--- config.mk ---
export PLATFORM = sky130hd
export DESIGN_NAME = rom_arbitro
export DESIGN_NICKNAME = d
export VERILOG_FILES = /design/src/rtl/rom_arbitro.sv
export SDC_FILE = /design/constraint.sdc
export NUM_CORES = 1
export LEC_CHECK = 0
export CORE_UTILIZATION = 41
export DETAILED_ROUTE_END_ITERATION = 6
export PLACE_DENSITY = 0.82
export SLEW_MARGIN = 20
export SYNTH_ARGS = -nofsm -noshare
export SYNTH_HDL_FRONTEND = slang
export SYNTH_SLANG_ARGS = --single-unit
export TNS_END_PERCENT = 1
--- constraint.sdc ---
create_clock -name clk -period 3 [get_ports clk]
set_input_delay 0.6 -clock clk [delete_from_list [all_inputs] [get_ports clk]]
set_output_delay 0.6 -clock clk [all_outputs]
set_load 0.05 [all_outputs]
--- src/rtl/rom_arbitro.sv ---
// -----------------------------------------------------------------------------
// rom_arbitro
//
// Two-requester round-robin arbiter and read sequencer in front of a shared
// combinational ROM with a single read port. The block owns the ROM address
// bus, grants one requester at a time and hands back registered read data
// with a one-cycle valid strobe to the requester that won.
//
// Transaction timeline (request sampled at edge N):
//   cycle N+1 : LECTURA  - gnt<winner> high, dir_rom holds winner's address
//   cycle N+2 : ENTREGA  - valid<winner> high, dato_o/err_o hold the result
//   edge  N+3 : earliest next arbitration (one read every three cycles)
//
// Parameters:
//   ANCHO_DIR   - address width of requesters and ROM address bus
//   ANCHO_DATO  - data width of ROM and returned data
//   PROFUNDIDAD - number of valid ROM entries (legal addresses 0..PROFUNDIDAD-1)
//
// Ports:
//   clk               system clock, all state updates on rising edge
//   rst               synchronous active-high reset
//   req0/dir0         request and address from requester 0
//   gnt0/valid0       grant pulse and data strobe to requester 0
//   req1/dir1         request and address from requester 1
//   gnt1/valid1       grant pulse and data strobe to requester 1
//   dato_o            registered read data, shared by both requesters
//   err_o             out-of-range flag, meaningful only with valid0/valid1
//   ocupado           high whenever a transaction is in flight
//   dir_rom           registered address driven to the ROM
//   dato_rom          combinational data returned by the ROM
//
// Build option:
//   ROM_RANGO_CHECK_EN - when defined, addresses >= PROFUNDIDAD return zero
//                        data with err_o set; when undefined err_o is tied 0
//                        and ROM data is passed through unconditionally.
// -----------------------------------------------------------------------------
module rom_arbitro #(
  parameter int ANCHO_DIR   = 8,
  parameter int ANCHO_DATO  = 8,
  parameter int PROFUNDIDAD = 11
) (
  input  logic                  clk,
  input  logic                  rst,
  input  logic                  req0,
  input  logic [ANCHO_DIR-1:0]  dir0,
  output logic                  gnt0,
  output logic                  valid0,
  input  logic                  req1,
  input  logic [ANCHO_DIR-1:0]  dir1,
  output logic                  gnt1,
  output logic                  valid1,
  output logic [ANCHO_DATO-1:0] dato_o,
  output logic                  err_o,
  output logic                  ocupado,
  output logic [ANCHO_DIR-1:0]  dir_rom,
  input  logic [ANCHO_DATO-1:0] dato_rom
);

  typedef enum logic [1:0] {
    LIBRE   = 2'd0,
    LECTURA = 2'd1,
    ENTREGA = 2'd2
  } estado_t;

  estado_t estado, estado_sig;

  // ganador: requester owning the current transaction (0 or 1).
  // puntero: requester favoured when both request in the same cycle.
  logic ganador, ganador_sig;
  logic puntero, puntero_sig;

  logic [ANCHO_DIR-1:0]  dir_sig;
  logic [ANCHO_DATO-1:0] dato_sig;
  logic                  gnt0_sig, gnt1_sig;
  logic                  valid0_sig, valid1_sig;
  logic                  ocupado_sig;
  logic                  fuera_rango;

  assign fuera_rango = (dir_rom >= ANCHO_DIR'(PROFUNDIDAD));

`ifdef ROM_RANGO_CHECK_EN
  logic err_sig;
`else
  // The range comparison is only consulted when the check is compiled in.
  logic unused_fuera_rango;
  assign unused_fuera_rango = fuera_rango;
  assign err_o              = 1'b0;
`endif

  // ---------------------------------------------------------------------------
  // Next-state and next-output logic
  // ---------------------------------------------------------------------------
  always_comb begin
    // NOTE: every signal written here gets a default first, so no path leaves
    // one unassigned and no latch is inferred.
    estado_sig  = estado;
    ganador_sig = ganador;
    puntero_sig = puntero;
    dir_sig     = dir_rom;
    dato_sig    = dato_o;
`ifdef ROM_RANGO_CHECK_EN
    err_sig     = err_o;
`endif

    case (estado)
      LIBRE: begin
        if (req0 || req1) begin
          // NOTE: blocking assignments in combinational logic let the winner
          // chosen on the line below feed the address mux in the same pass.
          if (req0 && req1) ganador_sig = puntero;
          else              ganador_sig = req1;
          dir_sig    = ganador_sig ? dir1 : dir0;
          estado_sig = LECTURA;
        end
      end

      LECTURA: begin
        // dir_rom was registered on the previous edge, so dato_rom is settled.
`ifdef ROM_RANGO_CHECK_EN
        if (fuera_rango) begin
          dato_sig = '0;
          err_sig  = 1'b1;
        end else begin
          dato_sig = dato_rom;
          err_sig  = 1'b0;
        end
`else
        dato_sig = dato_rom;
`endif
        estado_sig = ENTREGA;
      end

      ENTREGA: begin
        // Hand priority to the requester that just lost (or did not ask).
        puntero_sig = ~ganador;
        estado_sig  = LIBRE;
      end

      default: begin
        estado_sig = LIBRE;
      end
    endcase

    // Outputs are decoded from the next state and registered below, so they
    // line up with the state they describe and never glitch.
    gnt0_sig    = (estado_sig == LECTURA) && !ganador_sig;
    gnt1_sig    = (estado_sig == LECTURA) &&  ganador_sig;
    valid0_sig  = (estado_sig == ENTREGA) && !ganador_sig;
    valid1_sig  = (estado_sig == ENTREGA) &&  ganador_sig;
    ocupado_sig = (estado_sig != LIBRE);
  end

  // ---------------------------------------------------------------------------
  // State and output registers
  // ---------------------------------------------------------------------------
  always_ff @(posedge clk) begin
    // NOTE: non-blocking assignments for all registered state, so every
    // register samples pre-edge values regardless of statement order.
    if (rst) begin
      // A reset in the middle of a transaction simply drops it; the
      // requester still holds req and is re-arbitrated from LIBRE.
      estado  <= LIBRE;
      ganador <= 1'b0;
      puntero <= 1'b0;
      dir_rom <= '0;
      dato_o  <= '0;
      gnt0    <= 1'b0;
      gnt1    <= 1'b0;
      valid0  <= 1'b0;
      valid1  <= 1'b0;
      ocupado <= 1'b0;
`ifdef ROM_RANGO_CHECK_EN
      err_o   <= 1'b0;
`endif
    end else begin
      estado  <= estado_sig;
      ganador <= ganador_sig;
      puntero <= puntero_sig;
      dir_rom <= dir_sig;
      dato_o  <= dato_sig;
      gnt0    <= gnt0_sig;
      gnt1    <= gnt1_sig;
      valid0  <= valid0_sig;
      valid1  <= valid1_sig;
      ocupado <= ocupado_sig;
`ifdef ROM_RANGO_CHECK_EN
      err_o   <= err_sig;
`endif
    end
  end

endmodule

==> flow_summary.yaml, run 1 <==
setup_path:
  startpoint_type: "flip-flop"
  worst_reg2reg_path_startpoint: "estado[0]"
  cp_num_buf_inv: 1
  critical_path.reg2reg.endpoint: "dir_rom[3]"
  worst_path_max_delay_cell: "sky130_fd_sc_hd__clkdlybuf4s50_1"
  crit_arrival_ns: 1.50
  critPathCaptureType: "primary output"
  timing.critical_path.max_delay_family: "buffers and inverters"
  worst-r2r-setup-slack_ns: 1.47
  worst-path-max-fanout: 2
  reg2reg_path_depth: 3
  cp_cell_sequence: "clkdlybuf4s50_1"
  criticalPathCategory: "flip-flop to primary output"
  worst_ep_required_time_ns: 2.40
  worstSetupEndpoint: "dir_rom[0]"
  worstSetupStartpoint: "dir_rom[0]"
  worst_path_largest_cell_delay_ns: 0.81
  worst-path-stages: 1
run_status:
  result_of_the_run: "complete, no violations"
sta:
  max_freq_mhz: 475.7
  report.final.hold_viol_count: 0
  finalWorstPathRequiredPeriod_ns: 2.102
  final-max-slew-violation-count: 0
  worst-slew-pin-transition_ns: 0.8946
  final.period_utilization_pct: 70.07
  rsz0062_at_grt: "false"
  maxSlewHeadroom_pct: 40.17
  finClkSkew_ns: 0.01215
  report.final.setup_viol: 0
  finalSetupTns_ns: 0
  minimum_hold_slack_ns: 0.4686
global_routing:
  grt_first_pass_wirelength_um: 4215
  antenna_violations_before_repair: 0
  track_usage_pct: 21.70
  number_of_global_route_vias_before_repair: 938
  grt_start_max_net_pins: 25
  globalRouteOverflowTotal: 0
power_and_ir_drop:
  seq_power_share_pct: 48.8
  combPwrFrac_pct: 31.9
  internal_power_uw: 504.2
  power_switching_uw: 260.5
  power.static_leakage_nw: 0.5238
  worst_ir_drop_vdd_v: 0.0004263
  clock_power_share_pct: 19.3
  netSwitchingFraction_pct: 34.06
  power.density_nw_per_um2: 520.2
finish:
  register_area_um2: 500.5
  antennaDiodeCount: 0
  share_of_final_layout_standard_cells_stronger_than_drive_strength_1_pct: 4.487
  multiInputGateArea_um2: 422.9
  fillerInstances: 203
  final_net_count: 185
  area_growth_from_synthesis_to_layout_pct: 48.73
synth:
  syn_inst: 115
  synth_fp_nets: 143
  netlist-cell-type-count: 23
  syn_area_per_cell_um2: 8.595
  netlist_area_um2: 988.4
  yosysSeqAreaShare_pct: 50.63
  yosys_warnings: 0
  synth_area_leaders: "sky130_fd_sc_hd__dfxtp_1 51%, sky130_fd_sc_hd__a21oi_1 9.1%, sky130_fd_sc_hd__nand2_1 6.5%"
  netlist.top_cell.by_area: "sky130_fd_sc_hd__dfxtp_1"
  synth_seq_cells: 25
  yosys.area.top_type_share_pct: 50.63
clocking:
  cts_setup_buffers: 0
  clockBufferDepth: 2
  cts_tree: "done"
  root_buffer: "sky130_fd_sc_hd__clkbuf_4"
  insertion_delay_ns: 0.32
  cts_made_buffers: 3
  clock-sinks: 25
  htreeDepth: 1
  ctsResizeCount: 0
  postCtsHoldBufs: 0
  cts.clk_slew.worst_paths_ns: 0.14
floorplan:
  start_util_pct: 44.26
  pin_count: 50
  dieWidth_um: 51.10
  die-height_um: 51.10
  die_area_um2: 2611
  floorplan.core_area_um2: 2233
  rows: 17
route:
  drt_wl_total_um: 2458
  vias_per_cell: 5.266
  drt_pass_1_iters: 4
  via_count: 969
  ant_nets: 0
  post_drt_wl_per_cell_um: 13.36
  post-route-drc-count: 0
  detail_route.iter0.violations: 20
place:
  buffer_ports.inserted: 48
  place.detailed.hpwl_um: 1827
  globalplace.congestion: 0.7937
worst_hold_path:
  hp-class: "flip-flop to flip-flop"
run:
  maxCapViolCount: 0
## cells in the final DEF (no fill, tap or decap), drive strengths merged
| cell type | instances |
|---|---|
| nand2 | 17 |
| nor2 | 4 |
| conb | 1 |
| o21ai | 8 |
| dfxtp | 25 |
| nor4 | 1 |
| nor2b | 3 |
| a311oi | 8 |
| nand2b | 2 |
| a21oi | 18 |
| a21bo | 1 |
| clkdlybuf4s50 | 48 |
| inv | 1 |
| nand3 | 9 |
| and2 | 2 |
| or2 | 1 |
| a211oi | 2 |
| nor3 | 1 |
| clkinv | 1 |
| clkbuf | 3 |
## through the flow
| stage | setup WS (ns) | utilization (%) | cells | power, mW | instance area [µm²] |
|---|---|---|---|---|---|
| floorplan | 1.492 | - | 115 | 0.5363 | 988.4 |
| global placement | 0.8464 | 64.59 | 180 | 0.6192 | 1443 |
| detailed placement | 0.7873 | 64.59 | 180 | 0.6243 | 1443 |
| CTS | 0.8869 | 65.83 | 184 | 0.7697 | 1470 |
| global route | 0.8261 | 65.83 | 184 | 0.8073 | 1470 |
| finish | 0.8980 | 65.83 | 184 | 0.7647 | 1470 |
## worst min path at each step
stage | start | end | slack (ns) | cells after the start
final | dato_o[4] | dato_o[4] | 0.47 | 2
after global routing | dato_o[1] | dato_o[1] | 0.49 | 2
after CTS | dato_o[4] | dato_o[4] | 0.47 | 2
after detailed placement | dato_o[4] | dato_o[4] | 0.45 | 2
after global placement | dato_o[3] | dato_o[3] | 0.44 | 2
after floorplan | ganador | valid0 | 0.43 | 1
## power groups by stage
| stage | combinational [mW] | sequential [mW] | clock, mW |
|---|---|---|---|
| 3_5_place_dp | 0.243 | 0.381 | 0 |
| 3_3_place_gp | 0.239 | 0.380 | 0 |
| 2_1_floorplan | 0.0765 | 0.460 | 0 |
| 4_1_cts | 0.244 | 0.374 | 0.152 |
| 5_1_grt | 0.260 | 0.377 | 0.170 |
| 6_report | 0.244 | 0.373 | 0.148 |
## cell type report
type / count / share of cell area, %
Sequential cell: 25 / 34.04
Inverter: 1 / 0.2553
Clock inverter: 1 / 0.3404
Timing Repair Buffer: 48 / 32.68
Multi-Input combinational cell: 78 / 28.77
Clock buffer: 3 / 1.532
Tap cell: 28 / 2.383
## per-layer routing
metal	vias to the layer above	share of wire, %	global-route usage (%)
met2	53	45	34.87
met5	-	0	0
met1	426	43	26.85
li1	483	-	-
met3	7	11	5.952
met4	0	2.3	9.722
## cell usage after synthesis, drive strengths merged
master  instances
a21bo           1
nand2          17
or2             1
buf             4
a211oi          2
and2            2
nand3           9
nor3            1
nor4            1
clkbuf          7
nor2            4
a21oi          18
conb            1
inv             1
a311oi          8
dfxtp          25
o21ai           8
nor2b           3
nand2b          2
## worst min-delay path: cells and delay by family (launching register included)
kind               cells  cell delay (ns)
DFF                    1             0.34
AOI/OAI and AO/OA      1             0.05
and+or+nand+nor        1             0.05
## flip-flops by register name, indices dropped and copies added (netlist names)
name	flops
dir_rom	8
valid1	1
dato_o	8
ganador	1
valid0	1
gnt0	1
puntero	1
ocupado	1
estado	2
gnt1	1
## cell families after synthesis
logic type	count (synthesis)	share of synthesized area, %
AO/OA/AOI/OAI	37	23.42
buffers and inverters	12	6.582
flip-flops	25	50.63
other	1	0.3794
AND/OR/NAND/NOR	40	18.99
Power figures use the tool's default switching activity.
==> run 2, diff against run 1 <==
CORE_UTILIZATION = 39   (was 41)
PLACE_DENSITY = 0.79   (was 0.82)
clock period = 2.1 ns   (was 3 ns; I/O delays follow)
==> flow_summary.yaml, run 2 (synthesis results as in run 1) <==
place:
  pre_cts_slack_ns: 0.2117
  place.detailed.hpwl_um: 1803
  globalplace.congestion: 0.7935
  placed_cell_count: 183
  buffer_ports.inserted: 48
floorplan:
  rows: 17
  die-height_um: 52.35
  start_util_pct: 43.03
  pin_count: 50
  die_area_um2: 2740
  floorplan.core_area_um2: 2297
  dieWidth_um: 52.35
finish:
  area_growth_from_synthesis_to_layout_pct: 50.89
  final_net_count: 188
  layout.cells.most_common: "sky130_fd_sc_hd__clkdlybuf4s50_1"
  fin_cells: 187
  fillerInstances: 202
  layout.cells.most_common_list: "48 x sky130_fd_sc_hd__clkdlybuf4s50_1, 25 x sky130_fd_sc_hd__dfxtp_1, 18 x sky130_fd_sc_hd__a21oi_1"
  share_of_final_layout_standard_cells_stronger_than_drive_strength_1_pct: 5.660
  biggestRegsByFlops: "dato_o (8), dir_rom (8), estado (2)"
  antennaDiodeCount: 0
clocking:
  cts_tree: "done"
  insertion_delay_ns: 0.31
  cts.clk_slew.worst_paths_ns: 0.13
  root_buffer: "sky130_fd_sc_hd__clkbuf_4"
  clockBufferDepth: 2
  clock-sinks: 25
  postCtsHoldBufs: 0
  htreeDepth: 1
  cts_setup_buffers: 0
  ctsResizeCount: 0
  cts_made_buffers: 3
power_and_ir_drop:
  power.static_leakage_nw: 0.5355
  worst_ir_drop_vdd_v: 0.0003971
  power.density_nw_per_um2: 730.4
  design_power_total_mw: 1.089
route:
  drt_pass_1_iters: 4
  post_drt_wl_per_cell_um: 12.80
  ant_nets: 0
  post-route-drc-count: 0
  via_count: 979
  detail_route.iter0.violations: 12
  vias_per_cell: 5.235
  drt_wl_total_um: 2394
sta:
  report.final.hold_viol_count: 0
  max_freq_mhz: 527.4
  finalWorstPathRequiredPeriod_ns: 1.896
  finalSetupTns_ns: 0
  pnr_worst_setup_slack_ns: 0.2037
  final.period_utilization_pct: 90.30
  report.final.setup_viol: 0
  final-max-slew-violation-count: 0
  worst-slew-pin-transition_ns: 0.7789
  finClkSkew_ns: 0.006612
  rsz0062_at_grt: "false"
  maxSlewHeadroom_pct: 47.88
setup_path:
  cp_cell_sequence: "clkdlybuf4s50_1"
  critPathCaptureType: "primary output"
  worst_ep_required_time_ns: 1.68
  critical_path.reg2reg.endpoint: "gnt1"
  startpoint_type: "flip-flop"
  worst_reg2reg_path_startpoint: "estado[0]"
  timing.critical_path.max_delay_family: "buffers and inverters"
  worst_path_max_delay_cell: "sky130_fd_sc_hd__clkdlybuf4s50_1"
  cp_num_buf_inv: 1
  worst-r2r-setup-slack_ns: 0.55
  criticalPathCategory: "flip-flop to primary output"
  reg2reg_path_depth: 3
  worst-path-max-fanout: 2
  worst_path_largest_cell_delay_ns: 0.81
  worstSetupStartpoint: "dato_o[7]"
  crit_arrival_ns: 1.48
global_routing:
  globalRouteOverflowTotal: 0
  grt_first_pass_wirelength_um: 4167
  grt_start_max_net_pins: 14
  antenna_violations_before_repair: 0
  number_of_global_route_vias_before_repair: 957
  track_usage_pct: 20.01
worst_hold_path:
  min-delay-start: "dato_o[6]"
  worst_hold_path.endpoint: "dato_o[6]"
  holdPathStages: 2
  hp-class: "flip-flop to flip-flop"
run:
  maxCapViolCount: 0
run_status:
  result_of_the_run: "complete, no violations"
run 2: cell types whose count changed in the layout (fill, tap and decap cells not counted), sizes merged:
cell	change
buf	+3
clkbuf	+1
clkinv	-1
run 2: final cells by class:
type	count	area (µm²)	area share [%]
inverters	1	3.754	0.2517
well taps	28	35.03	2.349
repair buffers	51	503.0	33.72
flip-flops and latches	25	500.5	33.56
clock buffers	4	26.28	1.762
multi-input cells	78	422.9	28.36
run 2: per-layer routing:
metal  vias up  wire, µm  part of all wire (%)  track usage, %
li1        490         -                     -               -
met1       435       987                    41           25.00
met2        54      1127                    47           32.70
met3         0       278                    12           5.797
met4         0         0                     0           6.579
met5         -         0                     0               0
run 2: stage by stage:
| step | hold WS (ns) | utilization [%] | area [µm²] |
|---|---|---|---|
| global placement | 0.4413 | 63.78 | 1465 |
| finish | 0.4653 | 64.92 | 1491 |
| floorplan | 0.4310 | - | 988.4 |
| CTS | 0.4718 | 64.92 | 1491 |
| global route | 0.4931 | 64.92 | 1491 |
| detailed placement | 0.4506 | 63.78 | 1465 |
run 2: worst max path at each step:
| stage | end | slack (ns) | cells past startpoint |
|---|---|---|---|
| 3_3_place_gp | dir_rom[2] | 0.29 | 4 |
| 6_report | dato_o[7] | 0.20 | 1 |
| 2_1_floorplan | dir_rom[6] | 0.77 | 5 |
| 5_1_grt | dato_o[2] | 0.13 | 1 |
| 4_1_cts | dato_o[2] | 0.19 | 1 |
| 3_5_place_dp | dir_rom[3] | 0.21 | 4 |
run 2: power breakdown:
group          internal [mW]  total [mW]  switching (mW)
Sequential             0.513       0.532          0.0193
Clock                 0.0740       0.206           0.132
Combinational          0.139       0.351           0.212
==> run 3, diff against run 2 <==
CELL_PAD_IN_SITES_DETAIL_PLACEMENT = 1   (was not set)
CELL_PAD_IN_SITES_GLOBAL_PLACEMENT = 1   (was not set)
CORE_UTILIZATION = 27   (was 39)
PLACE_DENSITY = not set   (was 0.79)
PLACE_DENSITY_LB_ADDON = 0.1   (was not set)
==> flow_summary.yaml, run 3 (synthesis results as in run 1) <==
place:
  buffer_ports.inserted: 48
  pre_cts_slack_ns: 0.2651
  place.detailed.hpwl_um: 2101
  globalplace.congestion: 0.8255
sta:
  maxSlewHeadroom_pct: 46.36
  worst-slew-pin-transition_ns: 0.8017
  pnr_worst_setup_slack_ns: 0.1811
  rsz0062_at_grt: "false"
  max_freq_mhz: 521.1
  final-max-slew-violation-count: 0
  report.final.setup_viol: 0
  finalWorstPathRequiredPeriod_ns: 1.919
  finalSetupTns_ns: 0
  finClkSkew_ns: 0.001658
  final.period_utilization_pct: 91.38
  report.final.hold_viol_count: 0
floorplan:
  pin_count: 50
  floorplan.core_area_um2: 3416
  start_util_pct: 28.94
  rows: 21
  die-height_um: 62.51
  die_area_um2: 3907
  dieWidth_um: 62.51
global_routing:
  antenna_violations_before_repair: 0
  grt_start_max_net_pins: 20
  track_usage_pct: 14.80
  globalRouteOverflowTotal: 0
  grt_first_pass_wirelength_um: 4678
  number_of_global_route_vias_before_repair: 951
run:
  maxCapViolCount: 0
finish:
  layout.cells.most_common: "sky130_fd_sc_hd__clkdlybuf4s50_1"
  share_of_final_layout_standard_cells_stronger_than_drive_strength_1_pct: 5.660
  biggestRegsByFlops: "dato_o (8), dir_rom (8), estado (2)"
  antennaDiodeCount: 0
  fillerInstances: 396
  area_growth_from_synthesis_to_layout_pct: 53.16
  final_net_count: 188
  layout.cells.most_common_list: "48 x sky130_fd_sc_hd__clkdlybuf4s50_1, 25 x sky130_fd_sc_hd__dfxtp_1, 18 x sky130_fd_sc_hd__a21oi_1"
route:
  via_count: 997
  post-route-drc-count: 0
  drt_wl_total_um: 2888
  detail_route.iter0.violations: 14
  vias_per_cell: 4.863
  drt_pass_1_iters: 4
  ant_nets: 0
  post_drt_wl_per_cell_um: 14.09
setup_path:
  critical_path.reg2reg.endpoint: "gnt0"
  critPathCaptureType: "primary output"
  startpoint_type: "flip-flop"
  timing.critical_path.max_delay_family: "buffers and inverters"
  worst-path-max-fanout: 2
  criticalPathCategory: "flip-flop to primary output"
  worst-r2r-setup-slack_ns: 0.55
  worst_reg2reg_path_startpoint: "estado[0]"
  reg2reg_path_depth: 3
  worst_ep_required_time_ns: 1.68
  worst_path_largest_cell_delay_ns: 0.81
  cp_num_buf_inv: 1
  cp_cell_sequence: "clkdlybuf4s50_1"
  worst-path-stages: 1
  worst_path_max_delay_cell: "sky130_fd_sc_hd__clkdlybuf4s50_1"
  crit_arrival_ns: 1.50
clocking:
  cts_tree: "done"
  htreeDepth: 1
  cts_made_buffers: 3
  clock-sinks: 25
  postCtsHoldBufs: 0
  root_buffer: "sky130_fd_sc_hd__clkbuf_4"
  insertion_delay_ns: 0.31
  ctsResizeCount: 0
  clockBufferDepth: 2
  cts.clk_slew.worst_paths_ns: 0.14
  cts_setup_buffers: 0
power_and_ir_drop:
  power.density_nw_per_um2: 732.6
  power.static_leakage_nw: 0.5356
  worst_ir_drop_vdd_v: 0.0002870
worst_hold_path:
  min-delay-start: "dato_o[4]"
  hp-class: "flip-flop to flip-flop"
  worst_hold_path.endpoint: "dato_o[4]"
  holdPathStages: 2
run_status:
  result_of_the_run: "complete, no violations"
-- run 3: cell counts in the layout (fill, tap and decap cells not counted) --
Identical to the previous run, type by type.
-- run 3: area by class of cell --
class	count	area, µm²	area share (%)
timing repair buffer	51	503.0	33.22
sequential	25	500.5	33.06
multi-input combinational	78	422.9	27.93
tap	46	57.56	3.802
clock buffer	4	26.28	1.736
inverter	1	3.754	0.2479
-- run 3: routing by layer --
metal	up-vias	part of all wire [%]	track usage (%)	wire length, µm
met5	-	0	0	0
met1	472	45	19.26	1295
li1	488	-	-	-
met4	0	0.62	3.488	18
met2	35	46	22.96	1320
met3	2	8.8	5.657	254
-- run 3: stage by stage --
step | std cells | area [µm²] | util [%] | hold slack, ns | total power [mW]
after detailed placement | 201 | 1488 | 43.55 | 0.4510 | 0.9032
after global placement | 201 | 1488 | 43.55 | 0.4420 | 0.8983
final | 205 | 1514 | 44.32 | 0.4678 | 1.109
after global routing | 205 | 1514 | 44.32 | 0.4921 | 1.164
after CTS | 205 | 1514 | 44.32 | 0.4732 | 1.120
after floorplan | 115 | 988.4 | - | 0.4310 | 0.7662
-- run 3: worst max path at each step --
| stage | from | endpoint | slack (ns) |
|---|---|---|---|
| final | dir_rom[4] | dir_rom[4] | 0.18 |
| after global routing | dato_o[5] | dato_o[5] | 0.13 |
| after CTS | dato_o[5] | dato_o[5] | 0.17 |
| after detailed placement | req0 | dir_rom[5] | 0.27 |
| after global placement | req0 | dir_rom[6] | 0.33 |
| after floorplan | req1 | dir_rom[6] | 0.77 |
-- run 3: where the power goes --
group	internal, mW	total [mW]	leakage [nW]	switching, mW
Sequential	0.513	0.534	0.206	0.0206
Clock	0.0741	0.218	0.0150	0.144
Combinational	0.140	0.357	0.315	0.218
Total	0.727	1.11	0.536	0.382
